--- src/rtl/ps2_pkg.sv ---
// Shared PS/2 receiver types: FSM state encoding, scancode prefixes, frame constants
// and the scancode FIFO entry layout.
package ps2_pkg;

   typedef enum logic [1:0] {
      ST_IDLE   = 2'd0,
      ST_DATA   = 2'd1,
      ST_PARITY = 2'd2,
      ST_STOP   = 2'd3
   } ps2_state_e;

   // start + 8 data + parity + stop
   localparam int unsigned PS2_FRAME_BITS = 11;
   localparam int unsigned PS2_DATA_BITS  = PS2_FRAME_BITS - 3;

   localparam logic [7:0] PS2_PFX_EXT = 8'hE0;
   localparam logic [7:0] PS2_PFX_BRK = 8'hF0;

   typedef struct packed {
      logic       ext;
      logic       brk;
      logic [7:0] code;
   } ps2_scan_t;

   // Odd parity over data byte plus parity bit
   function automatic logic odd_parity_ok(input logic [7:0] code, input logic par);
      return (^code) ^ par;
   endfunction

endpackage

--- src/rtl/ps2_line_filter.sv ---
// Two-flop synchroniser followed by a run-length glitch filter; the output only
// follows the input after FILTER_LEN consecutive equal synchronised samples.
module ps2_line_filter #(
   parameter int unsigned FILTER_LEN = 4
) (
   input  logic clk,
   input  logic rst_n,
   input  logic din,
   output logic dout
);

   localparam int unsigned CNT_W = $clog2(FILTER_LEN + 1);

   logic             sync1_q, sync1_d;
   logic             sync2_q, sync2_d;
   logic             filt_q,  filt_d;
   logic [CNT_W-1:0] cnt_q,   cnt_d;
   logic [CNT_W-1:0] cnt_inc;

   // Count samples that disagree with the filtered level; any agreeing sample restarts the run
   always_comb begin
      sync1_d = din;
      sync2_d = sync1_q;
      filt_d  = filt_q;
      cnt_d   = '0;
      cnt_inc = cnt_q + CNT_W'(1);
      if (sync2_q != filt_q) begin
         if (cnt_inc == CNT_W'(FILTER_LEN)) begin
            filt_d = sync2_q;
         end else begin
            cnt_d = cnt_inc;
         end
      end
   end

   always_ff @(posedge clk or negedge rst_n) begin
      if (!rst_n) begin
         sync1_q <= 1'b1;
         sync2_q <= 1'b1;
         filt_q  <= 1'b1;
         cnt_q   <= '0;
      end else begin
         sync1_q <= sync1_d;
         sync2_q <= sync2_d;
         filt_q  <= filt_d;
         cnt_q   <= cnt_d;
      end
   end

   assign dout = filt_q;

endmodule

--- src/rtl/ps2_rx_fifo.sv ---
// PS/2 device-to-host receiver: filtered lines, frame decode with error pulses and
// timeout, show-ahead receive FIFO and good-byte history.
// Define PS2_RX_SCANCODE_EN to fold E0/F0 prefixes into ext/brk flags on FIFO entries.
module ps2_rx_fifo
   import ps2_pkg::*;
#(
   parameter int unsigned FILTER_LEN  = 4,
   parameter int unsigned FIFO_DEPTH  = 8,
   parameter int unsigned HIST_BYTES  = 2,
   parameter int unsigned TIMEOUT_CYC = 6000
) (
   input  logic                               clk,
   input  logic                               rst_n,
   input  logic                               ps2_clk,
   input  logic                               ps2_data,
   output logic [7:0]                         rx_data,
   output logic                               rx_ext,
   output logic                               rx_brk,
   output logic                               rx_valid,
   input  logic                               rx_ready,
   output logic [$clog2(FIFO_DEPTH+1)-1:0]    fifo_count,
   output logic [8*HIST_BYTES-1:0]            code_hist,
   output logic                               err_parity,
   output logic                               err_frame,
   output logic                               err_timeout,
   output logic                               overflow
);

   localparam int unsigned AW    = $clog2(FIFO_DEPTH);
   localparam int unsigned CW    = $clog2(FIFO_DEPTH + 1);
   localparam int unsigned HW    = 8 * HIST_BYTES;
   localparam int unsigned TW    = $clog2(TIMEOUT_CYC + 1);
   localparam int unsigned BIT_W = $clog2(PS2_DATA_BITS);
`ifdef PS2_RX_SCANCODE_EN
   localparam int unsigned ENTRY_W = $bits(ps2_scan_t);
`else
   localparam int unsigned ENTRY_W = 8;
`endif

   logic clk_f, data_f, fall_c;
   logic clk_prev_q, clk_prev_d;

   ps2_state_e       state_q,   state_d;
   logic [BIT_W-1:0] bit_cnt_q, bit_cnt_d;
   logic [7:0]       shift_q,   shift_d;
   logic             par_q,     par_d;
   logic [TW-1:0]    tmo_q,     tmo_d;
   logic [HW-1:0]    hist_q,    hist_d;
   logic             err_par_q, err_par_d;
   logic             err_frm_q, err_frm_d;
   logic             err_tmo_q, err_tmo_d;
   logic             ovf_q,     ovf_d;
   logic             push_q,    push_d;
   logic [ENTRY_W-1:0] push_ent_q, push_ent_d;
   logic             good_c;
`ifdef PS2_RX_SCANCODE_EN
   logic             ext_q, ext_d;
   logic             brk_q, brk_d;
   ps2_scan_t        scan_c;
   ps2_scan_t        head_s;
`endif

   logic [ENTRY_W-1:0] mem_q [FIFO_DEPTH];
   logic [ENTRY_W-1:0] mem_d [FIFO_DEPTH];
   logic [AW-1:0]    wptr_q,  wptr_d;
   logic [AW-1:0]    rptr_q,  rptr_d;
   logic [CW-1:0]    count_q, count_d;
   logic             pop_c, full_c, do_push_c;

   ps2_line_filter #(.FILTER_LEN(FILTER_LEN)) u_clk_filt (
      .clk  (clk),
      .rst_n(rst_n),
      .din  (ps2_clk),
      .dout (clk_f)
   );

   ps2_line_filter #(.FILTER_LEN(FILTER_LEN)) u_data_filt (
      .clk  (clk),
      .rst_n(rst_n),
      .din  (ps2_data),
      .dout (data_f)
   );

   assign fall_c = clk_prev_q & ~clk_f;

   // Frame decoder, timeout and good-byte dispatch
   always_comb begin
      clk_prev_d = clk_f;
      state_d    = state_q;
      bit_cnt_d  = bit_cnt_q;
      shift_d    = shift_q;
      par_d      = par_q;
      tmo_d      = tmo_q;
      hist_d     = hist_q;
      err_par_d  = 1'b0;
      err_frm_d  = 1'b0;
      err_tmo_d  = 1'b0;
      push_d     = 1'b0;
      push_ent_d = push_ent_q;
      good_c     = 1'b0;
`ifdef PS2_RX_SCANCODE_EN
      ext_d      = ext_q;
      brk_d      = brk_q;
      scan_c     = '0;
`endif
      if (state_q == ST_IDLE) begin
         tmo_d = '0;
         if (fall_c && !data_f) begin
            state_d   = ST_DATA;
            bit_cnt_d = '0;
         end
      end else if (fall_c) begin
         tmo_d = '0;
         case (state_q)
            ST_DATA: begin
               shift_d   = {data_f, shift_q[7:1]};
               bit_cnt_d = bit_cnt_q + BIT_W'(1);
               if (bit_cnt_q == BIT_W'(PS2_DATA_BITS - 1)) state_d = ST_PARITY;
            end
            ST_PARITY: begin
               par_d   = data_f;
               state_d = ST_STOP;
            end
            ST_STOP: begin
               state_d = ST_IDLE;
               if (!data_f)                             err_frm_d = 1'b1;
               else if (!odd_parity_ok(shift_q, par_q)) err_par_d = 1'b1;
               else                                     good_c    = 1'b1;
            end
            default: state_d = ST_IDLE;
         endcase
      end else if (tmo_q + TW'(1) == TW'(TIMEOUT_CYC)) begin
         err_tmo_d = 1'b1;
         state_d   = ST_IDLE;
         tmo_d     = '0;
      end else begin
         tmo_d = tmo_q + TW'(1);
      end

      if (good_c) begin
         hist_d = HW'({hist_q, shift_q});
`ifdef PS2_RX_SCANCODE_EN
         if (shift_q == PS2_PFX_EXT) begin
            ext_d = 1'b1;
         end else if (shift_q == PS2_PFX_BRK) begin
            brk_d = 1'b1;
         end else begin
            scan_c.ext  = ext_q;
            scan_c.brk  = brk_q;
            scan_c.code = shift_q;
            push_d      = 1'b1;
            push_ent_d  = scan_c;
            ext_d       = 1'b0;
            brk_d       = 1'b0;
         end
`else
         push_d     = 1'b1;
         push_ent_d = shift_q;
`endif
      end
`ifdef PS2_RX_SCANCODE_EN
      if (err_par_d || err_frm_d || err_tmo_d) begin
         ext_d = 1'b0;
         brk_d = 1'b0;
      end
`endif
   end

   // FIFO: a push against a full FIFO survives only when the head is popped in the same cycle
   always_comb begin
      pop_c     = (count_q != '0) && rx_ready;
      full_c    = (count_q == CW'(FIFO_DEPTH));
      do_push_c = push_q && (!full_c || pop_c);
      ovf_d     = push_q && full_c && !pop_c;
      mem_d     = mem_q;
      wptr_d    = wptr_q;
      rptr_d    = rptr_q;
      if (do_push_c) begin
         mem_d[wptr_q] = push_ent_q;
         wptr_d        = wptr_q + AW'(1);
      end
      if (pop_c) rptr_d = rptr_q + AW'(1);
      count_d = count_q + CW'(do_push_c) - CW'(pop_c);
   end

   always_ff @(posedge clk or negedge rst_n) begin
      if (!rst_n) begin
         clk_prev_q <= 1'b1;
         state_q    <= ST_IDLE;
         bit_cnt_q  <= '0;
         shift_q    <= '0;
         par_q      <= 1'b0;
         tmo_q      <= '0;
         hist_q     <= '0;
         err_par_q  <= 1'b0;
         err_frm_q  <= 1'b0;
         err_tmo_q  <= 1'b0;
         ovf_q      <= 1'b0;
         push_q     <= 1'b0;
         push_ent_q <= '0;
         mem_q      <= '{default: '0};
         wptr_q     <= '0;
         rptr_q     <= '0;
         count_q    <= '0;
`ifdef PS2_RX_SCANCODE_EN
         ext_q      <= 1'b0;
         brk_q      <= 1'b0;
`endif
      end else begin
         clk_prev_q <= clk_prev_d;
         state_q    <= state_d;
         bit_cnt_q  <= bit_cnt_d;
         shift_q    <= shift_d;
         par_q      <= par_d;
         tmo_q      <= tmo_d;
         hist_q     <= hist_d;
         err_par_q  <= err_par_d;
         err_frm_q  <= err_frm_d;
         err_tmo_q  <= err_tmo_d;
         ovf_q      <= ovf_d;
         push_q     <= push_d;
         push_ent_q <= push_ent_d;
         mem_q      <= mem_d;
         wptr_q     <= wptr_d;
         rptr_q     <= rptr_d;
         count_q    <= count_d;
`ifdef PS2_RX_SCANCODE_EN
         ext_q      <= ext_d;
         brk_q      <= brk_d;
`endif
      end
   end

`ifdef PS2_RX_SCANCODE_EN
   assign head_s  = ps2_scan_t'(mem_q[rptr_q]);
   assign rx_data = head_s.code;
   assign rx_ext  = head_s.ext;
   assign rx_brk  = head_s.brk;
`else
   assign rx_data = mem_q[rptr_q];
   assign rx_ext  = 1'b0;
   assign rx_brk  = 1'b0;
`endif
   assign rx_valid    = (count_q != '0);
   assign fifo_count  = count_q;
   assign code_hist   = hist_q;
   assign err_parity  = err_par_q;
   assign err_frame   = err_frm_q;
   assign err_timeout = err_tmo_q;
   assign overflow    = ovf_q;

endmodule

--- config.mk ---
export PLATFORM = sky130hd
export DESIGN_NAME = ps2_rx_fifo
export DESIGN_NICKNAME = d
export VERILOG_FILES = /design/src/rtl/ps2_pkg.sv /design/src/rtl/ps2_line_filter.sv /design/src/rtl/ps2_rx_fifo.sv
export SDC_FILE = /design/constraint.sdc
export NUM_CORES = 1
export LEC_CHECK = 0
export CELL_PAD_IN_SITES_DETAIL_PLACEMENT = 1
export CELL_PAD_IN_SITES_GLOBAL_PLACEMENT = 1
export CORE_ASPECT_RATIO = 1.5
export CORE_MARGIN = 1.5
export CORE_UTILIZATION = 35
export DETAILED_ROUTE_END_ITERATION = 10
export GPL_TIMING_DRIVEN = 0
export PLACE_DENSITY_LB_ADDON = 0.1
export RECOVER_POWER = 50
export SLEW_MARGIN = 0
export SYNTH_ARGS = -nofsm -noshare
export SYNTH_HDL_FRONTEND = slang
export SYNTH_SLANG_ARGS = --single-unit
--- constraint.sdc ---
create_clock -name clk -period 2.9 [get_ports clk]
set_input_delay 0.29 -clock clk [delete_from_list [all_inputs] [get_ports clk]]
set_output_delay 0.29 -clock clk [all_outputs]
set_load 0.01 [all_outputs]
# Word level (Yosys, flattened, before mapping)
# Cells that the tools add are included.
# Widths: inputs -> output; s select.
[totals] register_bits=143 latchBits=0 ramBits=0 mem_bits_ro=0 input_bits=5 elab_cells=124 memories=0
[op_classes] add_sub_neg=8 n_mul=0 div_mod_pow=0 magnitude_cmp=3 eq_ne=12 shifts=0 muxes=41 bitwise_logic=6 n_reduce_logical=22
[op_table] op="$bwmux 64" n=1
[op_table] op="$mux 13" n=3
[op_table] op="$bmux 8 s3" n=1
[op_table] op="$demux 8 s3" n=1
[op_table] op="$mux 3" n=8
[op_table] op="$mux 8" n=3
[op_table] op="$mux 1" n=18
[op_table] op="$add 3x1->3 const B" n=5
[op_table] op="$add 13x1->13 const B" n=1
[op_table] op="$eq 13x13->1 const B" n=1
[op_table] op="$reduce_and 3->1" n=4
[op_table] op="$mux 2" n=5
[op_table] op="$eq 3x3->1 const B" n=3
[op_table] op="$ge 4x4->1 const B" n=2
[op_table] op="$not 3->4" n=2
[op_table] op="$reduce_xor 8->1" n=1
[op_table] op="$logic_and 1x1->1" n=6
[op_table] op="$add 4x1->4" n=1
[op_table] op="$eq 2x2->1 const B" n=2
[op_table] op="$eq 4x4->1 const B" n=1
[op_table] op="$lt 4x1->1 const B" n=1
[op_table] op="$ne 4x4->1 const B" n=1
[op_table] op="$pmux 2 s2" n=1
[op_table] op="$reduce_and 2->1" n=2
[op_table] op="13 further kinds" n=18

# Longest topological paths before layout
# Gate-level depths: netlist of run 1.
[depth] depth_word=8 depth_mapped=11 mapped_depth_nobuf=11

# Hierarchy
# Synthesis of run 1 repeated with hierarchy kept, for this count alone.
[hier_totals] hier_cells=452 hier_area_um2=6328.6
[modules_own_cells] mod="ps2_rx_fifo" n_inst=1 cells_per_inst=421 area_per_inst_um2=5854.4
[modules_own_cells] mod="ps2_line_filter at u_clk_filt" n_inst=1 cells_per_inst=16 area_per_inst_um2=237.7
[modules_own_cells] mod="ps2_line_filter at u_data_filt" n_inst=1 cells_per_inst=15 area_per_inst_um2=236.5

# Worst setup path after synthesis of run 1
# No wires, ideal clock.
[synth_timing] kind="register to register" start="reg tmo_q[0]" end="reg tmo_q[12]" arrival_ns=2.265 required_ns=2.765 slack_ns=0.500 stages_incl_launch_ff=8 path_cell_list="dfrtp_1 -> ha_1 -> clkbuf_2 -> xnor2_1 -> or4b_1 -> a2111o_1 -> o31ai_4 -> nor2_1"
[synth_between] elab_chain_cells=5
[synth_rtl] element="start: declaration" line_no="ps2_rx_fifo.sv:47" source="logic [TW-1:0] tmo_q, tmo_d;"
[synth_rtl] element="start signal: assignment" line_no="ps2_rx_fifo.sv:215" source="tmo_q <= tmo_d;"
[synth_rtl] element="$add 13x1->13 *" line_no="ps2_rx_fifo.sv:132, ps2_rx_fifo.sv:137"
[synth_rtl] element="$eq 13x13->1" line_no="ps2_rx_fifo.sv:132" source="end else if (tmo_q + TW'(1) == TW'(TIMEOUT_CYC)) begin"
[synth_rtl] element="$mux 13 *" line_no="ps2_rx_fifo.sv:132"
[synth_rtl] element="$mux 13 *" line_no="ps2_rx_fifo.sv:112" source="end else if (fall_c) begin"
[synth_rtl] element="$mux 13 *" line_no="ps2_rx_fifo.sv:106" source="if (state_q == ST_IDLE) begin"
[synth_rtl] element="named net tmo_d[12]" line_no="ps2_rx_fifo.sv:47"
# Mark *: on every way through the listed nets, which the timed path passes. The rest lies on a longest branch.
# A chain may end at the register's enable or synchronous reset.

# Worst setup path after layout of run 1
[layout_timing] start="reg rptr_q[1]" end="out rx_data[1]"
[layout_between] elab_chain_cells=4
[layout_rtl] element="start: declaration" line_no="ps2_rx_fifo.sv:66" source="logic [AW-1:0] rptr_q, rptr_d;"
[layout_rtl] element="start signal: assignment" line_no="ps2_rx_fifo.sv:225" source="rptr_q <= rptr_d;"
[layout_rtl] element="$not 3->4 (not written as such)" line_no="ps2_rx_fifo.sv:240" source="assign rx_data = mem_q[rptr_q];"
[layout_rtl] element="$bmux 8 s3" line_no="ps2_rx_fifo.sv:240"
[layout_rtl] element="$mux 8 (not written as such) (2 in a row)" line_no="ps2_rx_fifo.sv:240"
[layout_rtl] element="end: declaration" line_no="ps2_rx_fifo.sv:16" source="output logic [7:0] rx_data,"
# No other way between the ends. The select of a mux whose other input is x is not followed.

==> flow_metrics.py, run 1 <==
metrics = {
    "status": {
        "status": "finished with violations",
        "failed_checks": "design-rule violations, max-capacitance violations, max-slew violations",
    },
    "synthesis": {
        "ys.flop_type": "dfrtp_1",
        "synthArstFlopShare": 1.00,
        "yosysMostFrequentCell": "dfrtp_1",
        "ys_warn_count": 0,
        "ys_types": 46,
        "synth_area_leaders": "dfrtp_1 51%, mux2_2 19%, mux4_2 5.8%, ha_1 4.0%, dfstp_2 3.0%",
        "yosys.area.top_type": "dfrtp_1",
        "syn_area_um2": 6230,
        "syn_inst": 455,
        "synth.top_cell.area_share": 0.514,
        "yosysSeqAreaShare": 0.544,
        "synthTopCellsByCount": "128 x dfrtp_1, 103 x mux2_2, 24 x nand2_1",
        "synth_area_per_cell_um2": 13.7,
        "ys_seq_elements": 135,
        "synth_edf_count": 0,
    },
    "final_layout": {
        "nets": 541,
        "area_growth_pct": 21.5,
        "drive_gt1_frac": 0.334,
        "antenna_cells": 0,
        "ff_latch_area_um2": 3390,
        "fill_cells": 1795,
        "multiInputGateArea_um2": 2700,
    },
    "timing": {
        "rsz0062_at_grt": "false",
        "fin_setup_tns_ns": 0,
        "finalCritPeriodShare": 0.956,
        "slew_violations": 41,
        "setup_viol": 0,
        "clock_skew_ns": 0.00509,
        "finalCriticalPeriod_ns": 2.77,
        "final.setup.worst_slack_ns": 0.129,
        "finalHoldViolCount": 0,
        "relSlewSlack": -0.310,
        "fmax_mhz": 361,
        "worst_pin_slew_ns": 1.96,
    },
    "floorplanning": {
        "fp.coreArea_um2": 17400,
        "dieArea_um2": 18600,
        "start_util": 0.358,
        "rows": 59,
        "ios": 40,
        "die_h_um": 166,
        "die_w_um": 112,
    },
    "place": {
        "place.gp.congestion": 0.774,
        "port_buffers": 37,
        "hpwl_um": 9470,
        "pre_cts_ws_ns": -0.271,
    },
    "pwr": {
        "comb_power_share": 0.230,
        "leakage_nw": 3.52,
        "ir_drop_mv": 0.326,
        "p_per_area_nw_per_um2": 762,
        "p_int_w": 0.00413,
        "p_clk_frac": 0.383,
        "switching_power_w": 0.00164,
        "seq_power_share": 0.387,
        "swShare": 0.284,
    },
    "routing": {
        "wirelength_um": 13700,
        "final_antenna_net_count": 0,
        "drc_errors": 4,
        "vias": 3723,
        "drt-initial-drc-count": 134,
        "wire_per_inst_um": 18.5,
        "via_per_inst": 5.03,
        "drt_first_pass_iters": 8,
    },
    "clocking": {
        "clkLatencyLatePin_ns": 0.41,
        "htreeDepth": 4,
        "cts_tree": "built",
        "clockBufferDepth": 2,
        "cts.clk_slew.worst_paths_ns": 0.05,
        "cts_root_buf": "clkbuf_16",
        "cts.sinks": 135,
        "cts_buffers": 17,
    },
    "global_routing": {
        "grt_pass1_wl_um": 23400,
        "grt_max_degree": 96,
        "antenna_found_initial": 0,
        "grtUsageTotal": 0.165,
        "grt_pass1_vias": 4374,
        "overflow": 0,
    },
    "critical_path": {
        "critical_path_class": "reg2out",
        "cp_max_fo": 10,
        "start_kind": "flip-flop",
        "worstPathRequired_ns": 2.61,
        "critPathCaptureType": "output pin",
        "arrival_ns": 2.48,
    },
    "flow_run": {
        "cap_viol_max_count": 1,
    },
    "hold_path": {
        "hold_path_class": "reg2reg",
    },
}
## sequential cells by signal (all words and copies together), names as in the netlist, 2 cells and up
| signal | flops |
|---|---|
| state_q | 2 |
| fifo_count | 4 |
| wptr_q | 3 |
| code_hist | 16 |
| bit_cnt_q | 3 |
| mem_q | 64 |
| rptr_q | 3 |
| shift_q | 8 |
| tmo_q | 13 |
| u_data_filt.cnt_q | 3 |
| u_clk_filt.cnt_q | 3 |
## cell usage in the layout (no fill, tap or decap), drive strengths merged, types with 2 or more instances in the layout
| cell | n |
|---|---|
| conb | 2 |
| nor3b | 4 |
| nand3 | 10 |
| clkinv | 3 |
| dfrtp | 128 |
| or2 | 2 |
| dfstp | 7 |
| nand3b | 4 |
| nor3 | 5 |
| nand4 | 2 |
| o31ai | 2 |
| a211oi | 2 |
| nor2 | 23 |
| nand2 | 24 |
| inv | 12 |
| mux4 | 16 |
| clkdlybuf4s50 | 34 |
| xor2 | 11 |
| xnor2 | 17 |
| bufinv | 3 |
| a21oi | 3 |
| mux2 | 103 |
| o21ai | 8 |
| nor4 | 2 |
| dlygate4sd3 | 3 |
| clkbuf | 34 |
| buf | 16 |
| a31oi | 2 |
| nor2b | 9 |
| clkinvlp | 2 |
| ha | 20 |
## final cells by class
class                           instances  area share
Buffer                                 25      0.0175
Clock buffer                           23      0.0645
Clock inverter                          8      0.0159
Inverter                               12     0.00595
Multi-Input combinational cell        284       0.357
Sequential cell                       135       0.447
Tap cell                              213      0.0352
Timing Repair Buffer                   40      0.0564
## final timing paths
check / startpoint / to / slack [ns] / cells after the start
hold reg to reg: u_data_filt.sync1_q / u_data_filt.sync2_q / 0.36 / 0
hold / removal: u_data_filt.sync1_q / u_data_filt.sync2_q / 0.36 / 0
min in group asynchronous: rst_n / mem_q[21] / 1.11 / 2
setup reg to reg: state_q[1] / code_hist[13] / 0.31 / 8
max in group asynchronous: rst_n / u_data_filt.sync1_q / 0.51 / 3
setup / recovery: rptr_q[1] / rx_data[1] / 0.13 / 5
## stage by stage
stage	utilization	instance area (µm²)	total power, W	instances	hold WS, ns
detailed placement	0.396	6900	0.00355	707	0.236
floorplan	-	6230	0.00311	456	-0.00559
global route	0.435	7570	0.00612	740	0.363
global placement	0.394	6870	0.00349	706	0.346
CTS	0.433	7540	0.00585	739	0.257
finish	0.435	7570	0.00577	740	0.356
## layer usage
layer / vias up / share of wire / GRT usage
met5: - / 0 / 0
li1: 1713 / - / -
met1: 1948 / 0.41 / 0.187
met4: 0 / 0.025 / 0.0754
met2: 40 / 0.55 / 0.297
met3: 22 / 0.022 / 0.0317
## logic make-up after synthesis
group                    after synthesis  share of synthesized area
flip-flops                           135                      0.544
multiplexers                         119                      0.244
AND/OR/NAND/NOR                       92                     0.0769
buffers and inverters                 37                     0.0243
XOR/XNOR                              29                     0.0430
adder cells (fa/ha/maj)               21                     0.0434
AO/OA/AOI/OAI                         21                     0.0243
other                                  1                   0.000602
## critical path, stage by stage, from the launching register on
cell             delay (ns)
dfrtp_1                0.35
clkbuf_2               0.28
clkbuf_4               0.33
mux4_2                 0.34
mux2_2                 0.29
clkdlybuf4s50_1        0.48
## power by group through the flow
stage	combinational, W	clock [W]	sequential, W
after floorplan	0.000873	0	0.00224
after global placement	0.00123	0	0.00226
after detailed placement	0.00128	0	0.00227
after CTS	0.00132	0.00229	0.00224
after global routing	0.00150	0.00235	0.00227
final	0.00133	0.00221	0.00223
## what timing repair did
item,in CTS,in global routing
hold buffers,1,0
setup endpoints to repair,17,25
pin swaps,0,1
gates resized for setup,9,3
endpoints found under the hold margin,36,0
buffers inserted,0,1
(Power assumes the default switching activity.)
==> run 2, diff against run 1 <==
SLEW_MARGIN = 10   (was 0)
==> run 2 against run 1 <==
  * The run ends with design-rule violations left
  * Clock skew about the same
  * Largest power group unchanged
  * Critical endpoint unchanged
  * Clock power is essentially flat
  * Critical path depth stayed put
  * Largest cell class unchanged
  * First-iteration DRC count is 55% lower
  * Worst hold slack better by 0.00085 ns
  * Die area stayed put
  * Sequential share of layout area increased by 0.16 points
  * Global-route usage about the same
==> flow_metrics.py, run 2 (synthesized netlist as in run 1, its figures left out) <==
metrics = {
    "hold_path": {
        "hold_path_class": "reg2reg",
        "holdPathEnd": "u_clk_filt.sync2_q",
        "hold_path.startpoint": "u_clk_filt.sync1_q",
        "holdPathStages": 0,
    },
    "pwr": {
        "p_per_area_nw_per_um2": 760,
        "ir_drop_mv": 0.331,
        "leakage_nw": 3.51,
    },
    "final_layout": {
        "antenna_cells": 0,
        "final_common_cell": "dfrtp_1",
        "final_area_um2": 7540,
        "area_growth_pct": 21.0,
        "nets": 540,
        "layout_common_cells": "128 x dfrtp_1, 103 x mux2_2, 34 x clkdlybuf4s50_1",
        "largest_register": "mem_q",
        "drive_gt1_frac": 0.334,
        "final_cells": 740,
        "largest_reg_flops": 64,
    },
    "routing": {
        "final_antenna_net_count": 0,
        "drt_first_pass_iters": 7,
        "drc_errors": 4,
        "wire_per_inst_um": 18.4,
        "drt-initial-drc-count": 60,
        "vias": 3715,
        "wirelength_um": 13600,
        "via_per_inst": 5.02,
    },
    "global_routing": {
        "grtUsageTotal": 0.165,
        "grt_pass1_vias": 4307,
        "antenna_found_initial": 0,
        "grt_max_degree": 88,
        "grt_pass1_wl_um": 23200,
        "overflow": 0,
    },
    "clocking": {
        "cts_root_buf": "clkbuf_16",
        "clockBufferDepth": 2,
        "cts.clk_slew.worst_paths_ns": 0.06,
        "cts_tree": "built",
        "cts_buffers": 17,
        "htreeDepth": 4,
        "cts.sinks": 135,
        "clkLatencyLatePin_ns": 0.42,
    },
    "place": {
        "port_buffers": 37,
        "placed_area_um2": 6900,
        "dp_cells": 707,
        "hpwl_um": 9480,
        "place.gp.congestion": 0.774,
    },
    "critical_path": {
        "critPathCaptureType": "output pin",
        "r2r_cells": 8,
        "reg2reg_from": "state_q[0]",
        "r2r_slack_ns": 0.30,
        "r2r-end": "code_hist[13]",
        "worstPathRequired_ns": 2.61,
        "cp_max_fo": 10,
        "critical_path_class": "reg2out",
        "arrival_ns": 2.47,
        "worstSetupStartpoint": "rptr_q[1]",
        "start_kind": "flip-flop",
    },
    "floorplanning": {
        "ios": 40,
        "rows": 59,
        "die_h_um": 166,
        "die_w_um": 112,
        "fp.coreArea_um2": 17400,
        "start_util": 0.358,
        "dieArea_um2": 18600,
    },
    "timing": {
        "clock_skew_ns": 0.00490,
        "worst_pin_slew_ns": 1.31,
        "finalCriticalPeriod_ns": 2.76,
        "fin_setup_tns_ns": 0,
        "setup_viol": 0,
        "slew_violations": 0,
        "relSlewSlack": 0.129,
        "finalCritPeriodShare": 0.952,
        "finalHoldViolCount": 0,
        "fmax_mhz": 362,
        "rsz0062_at_grt": "false",
        "holdWs_ns": 0.357,
    },
    "status": {
        "status": "finished with violations",
        "failed_checks": "design-rule violations",
    },
    "flow_run": {
        "cap_viol_max_count": 0,
    },
}
## run 2: changes by cell type in the layout (fill, tap and decap cells not counted), sizes merged
cell and change:
buf -1, clkinvlp -1, clkinv +2, clkbuf +1
dlygate4sd2 -1
## run 2: stage by stage
step / utilization / worst slack (ns) / power (W)
floorplan: - / 0.500 / 0.00311
detailed placement: 0.396 / -0.267 / 0.00355
global route: 0.433 / 0.0649 / 0.00608
finish: 0.433 / 0.139 / 0.00573
CTS: 0.432 / 0.0453 / 0.00583
global placement: 0.394 / -3.93 / 0.00349
## run 2: timing repair
action | CTS | global route
pin swaps | 0 | 1
setup buffers | 0 | 1
endpoints found under the setup margin | 17 | 23
resized for setup | 9 | 1
hold buffers | 1 | 0
hold endpoints to repair | 44 | 0
## run 2: final cells by class
class | instances | area [µm²]
tap | 213 | 267
timing repair buffer | 40 | 423
buffer | 24 | 116
fill | 1803 | 9880
clock inverter | 9 | 123
clock buffer | 23 | 478
multi-input combinational | 284 | 2700
inverter | 12 | 45.0
sequential | 135 | 3390
## run 2: worst max-delay path by stage
| stage | to | slack, ns | depth (start not counted) |
|---|---|---|---|
| 2_1_floorplan | tmo_q[12] | 0.50 | 7 |
| 3_3_place_gp | tmo_q[9] | -3.93 | 1 |
| 3_5_place_dp | rx_data[1] | -0.27 | 5 |
| 4_1_cts | rx_data[1] | 0.05 | 5 |
| 5_1_grt | code_hist[13] | 0.06 | 8 |
| 6_report | rx_data[1] | 0.14 | 5 |
## run 2: report_power, final
part	internal (W)	switching [W]	leakage, nW
sequential	0.00207	0.000157	1.82
combinational	0.000606	0.000690	1.40
clock	0.00141	0.000790	0.297
total	0.00409	0.00164	3.51
## run 2: routing by layer
layer	global-route usage	up-vias	share of wire
met4	0.0826	0	0.032
li1	-	1709	-
met2	0.295	52	0.54
met5	0	-	0
met1	0.182	1929	0.40
met3	0.0386	25	0.026
## run 2: worst max-delay path, stage by stage (launching register included)
cell	delay, ns
dfrtp_1	0.35
clkbuf_2	0.30
buf_4	0.28
mux4_2	0.33
mux2_2	0.30
clkdlybuf4s50_1	0.48
